### config.mk
export PLATFORM = sky130hd
export DESIGN_NAME = camera_dvp_emulator
export DESIGN_NICKNAME = d
export VERILOG_FILES = /design/src/rtl/camera_pkg.sv /design/src/rtl/dvp_pattern_rom.sv /design/src/rtl/camera_dvp_emulator.sv
export SDC_FILE = /design/constraint.sdc
export NUM_CORES = 1
export LEC_CHECK = 0
export BUFFER_PORTS_ARGS = -buffer_cell sky130_fd_sc_hd__buf_4
export CORE_ASPECT_RATIO = 1.2
export CORE_MARGIN = 2
export CORE_UTILIZATION = 65
export CTS_CLUSTER_DIAMETER = 60
export CTS_CLUSTER_SIZE = 12
export DETAILED_ROUTE_END_ITERATION = 12
export PLACE_DENSITY = 0.85
export SYNTH_ARGS = -nofsm -noshare
export SYNTH_HDL_FRONTEND = slang
export SYNTH_SLANG_ARGS = --single-unit
### constraint.sdc
create_clock -name CLK -period 4.5 [get_ports CLK]
set_input_delay 0.675 -clock CLK [delete_from_list [all_inputs] [get_ports CLK]]
set_output_delay 0.675 -clock CLK [all_outputs]
set_load 0.02 [all_outputs]
### src/rtl/camera_pkg.sv
// camera_pkg: shared types and constants for the DVP camera emulator.
//   state_e    - frame sequencer states
//   pattern_e  - test pattern selector codes (PATTERN input)
//   BAR_RGB565 - eight-entry RGB565 colour-bar table, entry 0 = leftmost bar
package camera_pkg;

    localparam int unsigned H_W = 11;  // horizontal counter width (PCLK periods)
    localparam int unsigned V_W = 10;  // line-in-state counter width

    typedef enum logic [2:0] {
        ST_IDLE   = 3'd0,
        ST_VSYNC  = 3'd1,
        ST_VBACK  = 3'd2,
        ST_ACTIVE = 3'd3,
        ST_VFRONT = 3'd4
    } state_e;

    typedef enum logic [1:0] {
        PAT_COUNTER = 2'd0,
        PAT_RED     = 2'd1,
        PAT_BARS    = 2'd2,
        PAT_BLACK   = 2'd3
    } pattern_e;

    // Packed so entry [0] is the rightmost literal.
    localparam logic [7:0][15:0] BAR_RGB565 = {
        16'h0000,  // 7 black
        16'h001F,  // 6 blue
        16'hF800,  // 5 red
        16'hF81F,  // 4 magenta
        16'h07E0,  // 3 green
        16'h07FF,  // 2 cyan
        16'hFFE0,  // 1 yellow
        16'hFFFF   // 0 white
    };

endpackage

### src/rtl/dvp_pattern_rom.sv
// dvp_pattern_rom: combinational RGB565 test-pattern byte generator.
//   pattern_i  - pattern selector latched for the frame
//   row_i      - active line index, low 8 bits
//   col_i      - pixel column, low 8 bits
//   byte_sel_i - 0 = high byte (sent first), 1 = low byte
//   data_c_o   - pixel byte for this (row, column, byte)
module dvp_pattern_rom
    import camera_pkg::*;
(
    input  pattern_e   pattern_i,
    input  logic [7:0] row_i,
    input  logic [7:0] col_i,
    input  logic       byte_sel_i,
    output logic [7:0] data_c_o
);

    logic [15:0] bar_c;

    always_comb begin
        data_c_o = 8'h00;
        bar_c    = BAR_RGB565[col_i[7:5]];
        case (pattern_i)
            PAT_COUNTER: data_c_o = byte_sel_i ? col_i : row_i;
            PAT_RED:     data_c_o = byte_sel_i ? 8'h00 : 8'hF8;
            PAT_BARS:    data_c_o = byte_sel_i ? bar_c[7:0] : bar_c[15:8];
            default:     data_c_o = 8'h00;
        endcase
    end

endmodule

### src/rtl/camera_dvp_emulator.sv
// camera_dvp_emulator: OV7670-style DVP transmitter emitting RGB565 test frames.
//   CLK, RST   - fabric clock, asynchronous active-high reset
//   START      - high streams frames back to back; low finishes the frame then idles
//   PATTERN    - test pattern code, sampled on entry to VSYNC
//   PCLK       - divided pixel clock (PCLK_HALF CLK cycles per half period)
//   VSYNC      - high during the VS_LINES sync lines of each frame
//   HREF       - high for the 2*H_ACTIVE byte slots of each active line
//   D          - pixel byte, high byte first, 0 outside HREF
//   FRAME_DONE - one-CLK pulse at the end of each frame
// VSYNC, HREF and D change only on the CLK edge where PCLK falls, so they are
// stable for PCLK_HALF CLK cycles ahead of every PCLK rising edge.
module camera_dvp_emulator
    import camera_pkg::*;
#(
    parameter int unsigned H_ACTIVE  = 160,
    parameter int unsigned H_BLANK   = 144,
    parameter int unsigned V_ACTIVE  = 120,
    parameter int unsigned VS_LINES  = 3,
    parameter int unsigned VBP_LINES = 17,
    parameter int unsigned VFP_LINES = 10,
    parameter int unsigned PCLK_HALF = 2
) (
    input  logic       CLK,
    input  logic       RST,
    input  logic       START,
    input  logic [1:0] PATTERN,
    output logic       PCLK,
    output logic       VSYNC,
    output logic       HREF,
    output logic [7:0] D,
    output logic       FRAME_DONE
);

    localparam int unsigned LINE_LEN = 2 * H_ACTIVE + H_BLANK;
    localparam int unsigned HREF_LEN = 2 * H_ACTIVE;
    localparam int unsigned DIV_W    = $clog2(PCLK_HALF);

    logic [DIV_W-1:0] div_q, div_d;
    logic             pclk_q, pclk_d;
    state_e           state_q, state_d;
    logic [H_W-1:0]   h_q, h_d;
    logic [V_W-1:0]   v_q, v_d;
    pattern_e         pat_q, pat_d;
    logic             vsync_q, vsync_d;
    logic             href_q, href_d;
    logic [7:0]       data_q, data_d;
    logic             frame_done_q, frame_done_d;

    logic             fall_c;
    logic [V_W-1:0]   last_line_c;
    logic [7:0]       rom_byte_c;

    // Last line index of the current frame region.
    always_comb begin
        last_line_c = '0;
        case (state_q)
            ST_VSYNC:  last_line_c = V_W'(VS_LINES - 1);
            ST_VBACK:  last_line_c = V_W'(VBP_LINES - 1);
            ST_ACTIVE: last_line_c = V_W'(V_ACTIVE - 1);
            ST_VFRONT: last_line_c = V_W'(VFP_LINES - 1);
            default:   last_line_c = '0;
        endcase
    end

    // PCLK divider, h/v counters and frame sequencer; everything steps on a fall event.
    always_comb begin
        div_d        = div_q;
        pclk_d       = pclk_q;
        fall_c       = 1'b0;
        state_d      = state_q;
        h_d          = h_q;
        v_d          = v_q;
        pat_d        = pat_q;
        frame_done_d = 1'b0;

        if (div_q == DIV_W'(PCLK_HALF - 1)) begin
            div_d  = '0;
            pclk_d = ~pclk_q;
            fall_c = pclk_q;
        end else begin
            div_d = div_q + 1'b1;
        end

        if (fall_c) begin
            if (state_q == ST_IDLE) begin
                if (START) begin
                    state_d = ST_VSYNC;
                    h_d     = '0;
                    v_d     = '0;
                    pat_d   = pattern_e'(PATTERN);
                end
            end else if (h_q == H_W'(LINE_LEN - 1)) begin
                h_d = '0;
                if (v_q == last_line_c) begin
                    v_d = '0;
                    case (state_q)
                        ST_VSYNC:  state_d = ST_VBACK;
                        ST_VBACK:  state_d = ST_ACTIVE;
                        ST_ACTIVE: state_d = ST_VFRONT;
                        ST_VFRONT: begin
                            frame_done_d = 1'b1;
                            if (START) begin
                                state_d = ST_VSYNC;
                                pat_d   = pattern_e'(PATTERN);
                            end else begin
                                state_d = ST_IDLE;
                            end
                        end
                        default:   state_d = ST_IDLE;
                    endcase
                end else begin
                    v_d = v_q + 1'b1;
                end
            end else begin
                h_d = h_q + 1'b1;
            end
        end
    end

    // Byte for the slot the counters are about to enter.
    dvp_pattern_rom u_rom (
        .pattern_i  (pat_d),
        .row_i      (v_d[7:0]),
        .col_i      (h_d[8:1]),
        .byte_sel_i (h_d[0]),
        .data_c_o   (rom_byte_c)
    );

    // Video outputs are recomputed only on fall events so they hold across PCLK rise.
    always_comb begin
        vsync_d = vsync_q;
        href_d  = href_q;
        data_d  = data_q;
        if (fall_c) begin
            vsync_d = (state_d == ST_VSYNC);
            href_d  = (state_d == ST_ACTIVE) && (h_d < H_W'(HREF_LEN));
            data_d  = href_d ? rom_byte_c : 8'h00;
        end
    end

    // State and output registers.
    always_ff @(posedge CLK or posedge RST) begin
        if (RST) begin
            div_q        <= '0;
            pclk_q       <= 1'b0;
            state_q      <= ST_IDLE;
            h_q          <= '0;
            v_q          <= '0;
            pat_q        <= PAT_COUNTER;
            vsync_q      <= 1'b0;
            href_q       <= 1'b0;
            data_q       <= 8'h00;
            frame_done_q <= 1'b0;
        end else begin
            div_q        <= div_d;
            pclk_q       <= pclk_d;
            state_q      <= state_d;
            h_q          <= h_d;
            v_q          <= v_d;
            pat_q        <= pat_d;
            vsync_q      <= vsync_d;
            href_q       <= href_d;
            data_q       <= data_d;
            frame_done_q <= frame_done_d;
        end
    end

    assign PCLK       = pclk_q;
    assign VSYNC      = vsync_q;
    assign HREF       = href_q;
    assign D          = data_q;
    assign FRAME_DONE = frame_done_q;

endmodule

## Yosys cells after proc, flatten, opt, wreduce, memory -nomap -nowiden

Memory sizes are Yosys's and may differ from the RTL's.
Index checks and enable logic that the tools add are counted.

| storage, ports and cells | value |
|---|---|
| RAM bits | 0 |
| logic and storage cells | 70 |
| input port bits | 5 |
| latch bits | 0 |
| ROM bits | 128 |
| flip-flop bits (word level) | 39 |
| memories | 1 |
| output and inout port bits | 12 |

Memory list:

| name | depth | width | rd ports | clocked after memory_dff | wr ports | line | source |
|---|---|---|---|---|---|---|---|
| (name not given) | 8 | 16 | 1 | 0 | 0 | dvp_pattern_rom.sv:21 | `bar_c = BAR_RGB565[col_i[7:5]];` |

| operators by class | value |
|---|---|
| multipliers | 0 |
| order comparisons | 2 |
| mux-type cells | 36 |
| reduce and logical (&&, ||, !) cells | 5 |
| equal/unequal tests | 11 |
| $add $sub $neg | 3 |
| bitwise operators | 1 |
| shift operators | 0 |
| divide/modulo/power cells | 0 |

Operators with widths:

| cell | count |
|---|---|
| $mux 11 | 4 |
| $mux 10 | 4 |
| $mux 8 | 5 |
| $pmux 7 s4 | 1 |
| $pmux 8 s3 | 1 |
| $mux 16 | 1 |
| $mux 3 | 5 |
| $mux 2 | 6 |
| $pmux 3 s4 | 1 |
| $add 11x1->11 const B | 1 |
| $eq 11x9->1 const B | 1 |
| $lt 11x9->1 const B | 1 |
| $add 10x1->10 const B | 1 |
| $eq 10x7->1 | 1 |
| $eq 3x2->1 const B | 3 |
| $mux 1 | 8 |
| $eq 3x1->1 const B | 2 |
| $lt 3x4->1 const B | 1 |
| $eq 3x3->1 const B | 1 |
| $logic_not 3->1 | 1 |
| $reduce_and 3->1 | 1 |
| $eq 2x1->1 const B | 1 |
| $eq 2x2->1 const B | 1 |
| $logic_not 2->1 | 1 |
| 5 further kinds | 5 |

## Depth between registers and ports, before layout

Gate-level depths: netlist of the first run.

| logic depth | value |
|---|---|
| depth after elaboration | 10 |
| depth in mapped cells | 12 |
| mapped depth without buffers | 10 |

## Cells and area by module

A second synthesis of the first run with hierarchy kept.

| unflattened totals | value |
|---|---|
| cell total of the unflattened synthesis | 280 |
| area total of the unflattened synthesis | 2576.2 sq um |

By module, submodules not included:

| module | instances | cells an instance | area an instance (sq um) | seq. area each (sq um) |
|---|---|---|---|---|
| camera_dvp_emulator | 1 | 243 | 2255.9 | 975.9 |
| dvp_pattern_rom | 1 | 37 | 320.3 | 0.0 |

## Least setup slack after synthesis of the first run

No wires, ideal clock.

| timing | value |
|---|---|
| path type | flip-flop to flip-flop |
| start point | register h_q[4] |
| end point | register data_q[5], in the netlist D[5] |
| path buffers | 1 |
| clock period less this slack | 2.973 ns |
| slack | 1.527 ns |
| cell stages (with the launch flop) | 10 |
| arrival time | 2.897 ns |
| data required time | 4.424 ns |
| setup time | 0.076 ns |
| cells stage by stage | dfrtp_1 -> or4_1 -> clkbuf_2 -> or3_1 -> a21o_1 -> or4_4 -> a31oi_4 -> nand4b_2 -> a311o_4 -> o21ai_1 |

| between the ends | value |
|---|---|
| elaborated cells on any way between the ends | 28 |
| classes of those cells | add/sub: 1; order compare: 1; eq/ne: 4; mux: 19; reduce/logical: 2; memory: 1 |

RTL lines:

| what | line | source |
|---|---|---|
| start, declared | camera_dvp_emulator.sv:41 | `logic [H_W-1:0] h_q, h_d;` |
| start signal, assigned | camera_dvp_emulator.sv:147 | `h_q <= '0;` |
| start signal, assigned | camera_dvp_emulator.sv:158 | `h_q <= h_d;` |
| $eq 11x9->1 | camera_dvp_emulator.sv:92 | `end else if (h_q == H_W'(LINE_LEN - 1)) begin` |
| $mux 3 | camera_dvp_emulator.sv:92 |  |
| $mux 3 | camera_dvp_emulator.sv:85 | `if (state_q == ST_IDLE) begin` |
| $mux 3 | camera_dvp_emulator.sv:84 | `if (fall_c) begin` |
| named net state_d[0] | camera_dvp_emulator.sv:40 | `state_e state_q, state_d;` |
| $eq 3x2->1 | camera_dvp_emulator.sv:136 | `href_d = (state_d == ST_ACTIVE) && (h_d < H_W'(HREF_LEN));` |
| $logic_and 1x1->1 | camera_dvp_emulator.sv:136 |  |
| $mux 8 | camera_dvp_emulator.sv:137 | `data_d = href_d ? rom_byte_c : 8'h00;` |
| end signal, assigned | camera_dvp_emulator.sv:163 | `data_q <= data_d;` |
| end, declared | camera_dvp_emulator.sv:46 | `logic [7:0] data_q, data_d;` |

The timed path passes the listed nets, and every way through them passes these cells. The select of a mux whose other input is x is not followed.
A chain may end at the register's enable or synchronous reset.

## Worst setup path in the final report of the first run

| timing | value |
|---|---|
| start point | register h_q[4] |
| end point | register data_q[5], in the netlist D[5] |

| between the ends | value |
|---|---|
| cells in the longest elaborated chain, start to end | 9 |
| elaborated cells on any way between the ends | 28 |
| classes of those cells | add/sub: 1; order compare: 1; eq/ne: 4; mux: 19; reduce/logical: 2; memory: 1 |

Ends and longest elaborated chain:

| what | line | source |
|---|---|---|
| $add 11x1->11 / $eq 11x9->1 (equally long branches) | camera_dvp_emulator.sv:115, camera_dvp_emulator.sv:92 |  |
| $mux 11 | camera_dvp_emulator.sv:92 |  |
| $mux 11 | camera_dvp_emulator.sv:85 |  |
| $mux 11 | camera_dvp_emulator.sv:84 |  |
| $mem_v2 8x16 | -- |  |
| $mux 16 (not written as such) | dvp_pattern_rom.sv:21 |  |
| $mux 8 | dvp_pattern_rom.sv:25 | `PAT_BARS: data_c_o = byte_sel_i ? bar_c[7:0] : bar_c[15:8];` |
| $pmux 8 s3 | dvp_pattern_rom.sv:22 | `case (pattern_i)` |
| $mux 8 * | camera_dvp_emulator.sv:137 |  |

Every way passes the cells marked *; elsewhere a longest branch is shown, timed or not. The select of a mux whose other input is x is not followed.

==> reports/results.tsv, run 1 <==
metric	value	unit
setup-violations-final	0	
path_max_fanout	7	
cp_data_required_time	4.69	ns
p_leak	0.00118	uW
antenna_found_initial	0	
p_per_area	417	nW/um^2
synth-seq-cells	39	
clock-sinks	39	
drt_iter0_drc	207	
crit_type	reg2reg	
synth_cells	291	
clk_path_buf_depth	2	
yosysTopAreaCell	dfrtp_1	
synth_edf_count	0	
cp_top_family	simple AND/OR/NAND/NOR gates	
p_total	1140	uW
layout.cells.non_filler	358	
crit_chain	or4_1 > or3_1 > a21o_1 > or3_1 > a21oi_1 > o221ai_1 > a31oi_1 > o21ai_1	
avgSynthCellArea	8.63	sq um
cts_tree	yes	
drive_above_1_share	0.141	
diodes	0	
area_delta_synth_final	9.06	%
max_stage_delay	0.65	ns
row_count	24	
routed_wl	6620	um
worst_pin_slew	0.913	ns
fin_nets	312	
yosysTopAreaCellShare	0.388	
routedWlPerCell	18.5	um
post_cts_buffers	0	
pin_count	17	
cts_buffers	5	
gp_congestion	0.983	
cp-end-kind	flip-flop	
max-cap-violations	0	
ys_seq_area_frac	0.388	
grt_overflow	0	
grt_pass1_wl	10800	um
synthArstFlopShare	1.00	
syn_nets	298	
syn_area	2510	sq um
maxSlewHeadroom	0.386	
fp.dieArea	4380	sq um
drt_pass1_iterations	5	
slowest_stage	or4_1	
io_buffers	16	
clk_pin_slew	0.08	ns
post-route-util	0.748	
grt_max_degree	40	
crit_top_cell	or3_1	
finalCritPeriodShare	0.738	
vdd_ir_drop_max	0.292	mV
coreArea	3660	sq um
routed-via-count	2440	
start_kind	flip-flop	
yosysWarnings	0	
synth_cell_types	61	
via_per_inst	6.82	
arrival	3.51	ns
drc_errors	0	
initial_core_util	0.686	
cts.hold.buffers_added	0	
clk_latency	0.30	ns
status	finished, final reports clean	
dieHeight	72.1	um
ctsResizeCount	0	
hpwl	4670	um
clock-skew-final	0.0121	ns
grt_pass1_vias	2221	
clock.fmax	301	MHz
fin_tns_setup	0	ns
holdCritPathClass	in2async	
ys.flop_type	dfrtp_1	
fp.dieW	60.8	um
timing_hold_violations_final	0	
hold_ws	0.481	ns
dp_cells	350	
fin_crit	3.32	ns
rsz0062_at_grt	no	
yosys-top-cells-area	dfrtp_1 (39%), nand2_1 (5.4%), o21ai_0 (4.4%)	
slew_violations	0	
postRouteAntennaNets	0	
track_usage	0.332	
htree_levels	2	
cp_num_buf_inv	0	
cts_root_buf	clkbuf_8	
fillers	298	
stage by stage:
stage	worst slack [ns]	cell area, sq um
finish	1.18	2740
global route	0.917	2740
CTS	1.23	2740
detailed placement	1.25	2660
global placement	1.28	2660
floorplan	1.53	2510
final cells by class:
class | instances | area [sq um] | area share
clock inverters | 1 | 5.00 | 0.00183
repair buffers | 19 | 143 | 0.0521
well taps | 52 | 65.1 | 0.0237
flip-flops and latches | 39 | 976 | 0.356
inverters | 6 | 22.5 | 0.00822
multi-input cells | 234 | 1450 | 0.530
clock buffers | 7 | 76.3 | 0.0279
final timing paths:
kind	start	end	slack [ns]	cells after the start
min in group CLK	D[1]	D[1]	0.48	2
max in group asynchronous	RST	v_q[1]	3.65	3
worst min-delay path	RST	D[0]	0.48	3
worst max-delay path	h_q[4]	D[5]	1.18	8
worst max register to register	h_q[4]	D[5]	1.18	8
worst min register to register	D[1]	D[1]	0.48	2
sequential cells by signal, summed over array words and instances, names as in the netlist, 2 cells and up:
signal / count
h_q: 11
v_q: 10
D: 8
state_q: 3
pat_q: 2
synthesized netlist by cell type, drive strengths merged (3+ instances only):
library cell / number
o211ai: 6
and3: 8
nor3: 11
or3: 4
nand4b: 3
o21a: 3
dfrtp: 39
a21oi: 15
nor2: 16
and2: 5
nand3: 13
o31ai: 6
or4: 4
o31a: 3
mux2: 5
o21ai: 30
clkbuf: 9
inv: 6
nand4: 4
a21o: 3
xor2: 3
xnor2: 4
nor2b: 3
a211oi: 3
a31oi: 7
nand2: 36
nor4: 9
power breakdown:
group | switching (uW) | total, uW | internal, uW
Combinational | 259 | 433 | 175
Sequential | 78.7 | 477 | 398
Clock | 124 | 233 | 109
Total | 462 | 1140 | 682
layout by cell type (no fill, tap or decap), types with 7 or more instances in the layout:
master and n:
nor2_1 16, nand2_1 36, dfrtp_1 39, nor4_1 9, and3_1 7, o21ai_0 22, nand3_1 13, nor3_1 11
o21ai_1 7, a21oi_1 15, buf_4 19
logic make-up (layout without fill, tap and decap cells):
| family | after synthesis | in the layout | share of synthesized area |
|---|---|---|---|
| flip-flops | 39 | 39 | 0.388 |
| multiplexers | 7 | 7 | 0.0304 |
| XOR/XNOR | 7 | 7 | 0.0244 |
| buffers and inverters | 18 | 33 | 0.0334 |
| AND/OR/NAND/NOR | 125 | 125 | 0.261 |
| adder cells (fa/ha/maj) | 2 | 2 | 0.00996 |
| AO/OA/AOI/OAI | 93 | 93 | 0.252 |
worst min-delay path: cells and delay by family:
kind                   cells  cell delay [ns]
buffers and inverters      3             0.57
per-layer routing:
| layer | track usage | vias up | part of all wire |
|---|---|---|---|
| met5 | 0 | - | 0 |
| met1 | 0.453 | 1141 | 0.41 |
| met2 | 0.523 | 147 | 0.49 |
| met4 | 0.114 | 0 | 0.021 |
| met3 | 0.0713 | 21 | 0.082 |
| li1 | - | 1131 | - |
(Power assumes the default switching activity.)
==> inputs of run 2 (changes only) <==
--- a/config.mk
+++ b/config.mk
@@ -8,11 +8,11 @@
 export BUFFER_PORTS_ARGS = -buffer_cell sky130_fd_sc_hd__buf_4
 export CORE_ASPECT_RATIO = 1.2
 export CORE_MARGIN = 2
-export CORE_UTILIZATION = 65
+export CORE_UTILIZATION = 60
 export CTS_CLUSTER_DIAMETER = 60
 export CTS_CLUSTER_SIZE = 12
 export DETAILED_ROUTE_END_ITERATION = 12
-export PLACE_DENSITY = 0.85
+export PLACE_DENSITY = 0.79
 export SYNTH_ARGS = -nofsm -noshare
 export SYNTH_HDL_FRONTEND = slang
 export SYNTH_SLANG_ARGS = --single-unit
==> constraint.sdc (replaced) <==
create_clock -name CLK -period 3.2 [get_ports CLK]
set_input_delay 0.48 -clock CLK [delete_from_list [all_inputs] [get_ports CLK]]
set_output_delay 0.48 -clock CLK [all_outputs]
set_load 0.02 [all_outputs]
==> reports/results.tsv, run 2 (synthesis gave the netlist of run 1 again) <==
metric	value	unit
p_sw	691	uW
worst_pin_slew	0.749	ns
p_per_area	595	nW/um^2
final_area	3020	sq um
post-route-util	0.761	
cts_tree	yes	
largest_register_ffs	11	
clock-skew-final	0.00859	ns
slowest_stage	or4_1	
drt_iter0_drc	244	
hpwl	5320	um
initial_core_util	0.632	
cts_root_buf	clkbuf_8	
setup-violations-final	0	
clk_latency	0.30	ns
row_count	25	
grt_pass1_vias	2541	
path_max_fanout	7	
cp_data_required_time	3.43	ns
timing_hold_violations_final	0	
fp.dieArea	4720	sq um
postRouteAntennaNets	0	
cp_num_buf_inv	0	
p_leak	0.00134	uW
gp_congestion	0.909	
vdd_ir_drop_max	0.535	mV
fin_nets	338	
hold_ws	0.291	ns
p_int	1110	uW
clock-sinks	39	
fillers	318	
dieHeight	74.9	um
routed-via-count	2625	
holdCritPathClass	in2async	
p_clk_frac	0.240	
arrival	3.34	ns
crit_chain	or4_1 > or3_4 > a21o_1 > or4_4 > a31oi_4 > nand4b_4 > a311o_4 > o21ai_1	
max-cap-violations	0	
comb_power_share	0.397	
routed_wl	7470	um
coreArea	3970	sq um
maxSlewHeadroom	0.497	
placed_cell_area	2810	sq um
clk_pin_slew	0.08	ns
antenna_found_initial	0	
cts.hold.buffers_added	0	
clock.fmax	321	MHz
p_seq_frac	0.363	
fin_crit	3.11	ns
p_sw_frac	0.384	
io_buffers	16	
pin_count	17	
diodes	0	
slew_violations	0	
grt_overflow	0	
htree_levels	2	
routedWlPerCell	19.4	um
grt_pass1_wl	12400	um
p_total	1800	uW
drc_errors	0	
crit_type	reg2reg	
start_kind	flip-flop	
cp-end-kind	flip-flop	
status	finished, final reports clean	
fp.dieW	63.1	um
drive_above_1_share	0.241	
drt_pass1_iterations	5	
cts_buffers	5	
clk_path_buf_depth	2	
cp_top_family	simple AND/OR/NAND/NOR gates	
grt_max_degree	40	
fin_tns_setup	0	ns
area_delta_synth_final	20.4	%
track_usage	0.343	
layout_common_cells	buf_4 (45), dfrtp_1 (37), nand2_1 (36)	
via_per_inst	6.80	
max_stage_delay	0.56	ns
mostFrequentLayoutCell	buf_4	
regMostFlops	h_q	
finalCritPeriodShare	0.973	
## run 2: changes by cell type in the layout (fill, tap and decap cells not counted), moves of 2 or more
| cell | change |
|---|---|
| o31ai_1 | -2 |
| dfrtp_1 | -2 |
| clkbuf_1 | -2 |
| dfrtp_2 | +2 |
| o31ai_2 | +2 |
| buf_4 | +26 |
## run 2: layout make-up
type                            count  area [sq um]  share of cell area
Sequential cell                    39           978               0.324
Inverter                            6          22.5             0.00745
Multi-Input combinational cell    234          1500               0.496
Timing Repair Buffer               45           338               0.112
Clock buffer                        6          82.6              0.0273
Tap cell                           54          67.6              0.0223
Clock inverter                      2          35.0              0.0116
## run 2: timing repair
item | in CTS | in global routing
endpoints found under the setup margin | 0 | 7
buffers inserted | 0 | 6
resized for setup | 0 | 10
## run 2: power groups by stage
stage               Sequential (uW)  Combinational, uW  Clock [uW]
floorplan                       640                470           0
global placement                652                650           0
detailed placement              659                661           0
CTS                             649                673         432
global route                    663                780         454
finish                          653                715         432
## run 2: metrics by stage
stage | setup slack (ns) | cells
finish | 0.0866 | 386
global route | -0.0166 | 386
CTS | 0.105 | 380
detailed placement | 0.149 | 372
global placement | 0.194 | 372
floorplan | 0.227 | 291
## run 2: worst min-delay path, delay by kind of cell
family                 cells  cell delay [ns]
buffers and inverters      3             0.57
## run 2: path summary, 6_finish.rpt
kind	from	end	slack, ns	cells after the start
hold reg to reg	D[1]	D[1]	0.50	2
hold / removal	RST	D[1]	0.29	3
setup / recovery	h_q[5]	D[5]	0.09	8
max in group asynchronous	RST	h_q[4]	2.52	3
setup reg to reg	h_q[5]	D[5]	0.09	8
min in group CLK	PATTERN[0]	pat_q[0]	0.48	2
## run 2: per-layer routing
layer | up-vias | global-route usage | part of all wire
met2 | 146 | 0.615 | 0.52
met4 | 0 | 0.148 | 0.033
met5 | - | 0 | 0
met3 | 34 | 0.0523 | 0.067
met1 | 1254 | 0.418 | 0.38
li1 | 1191 | - | -
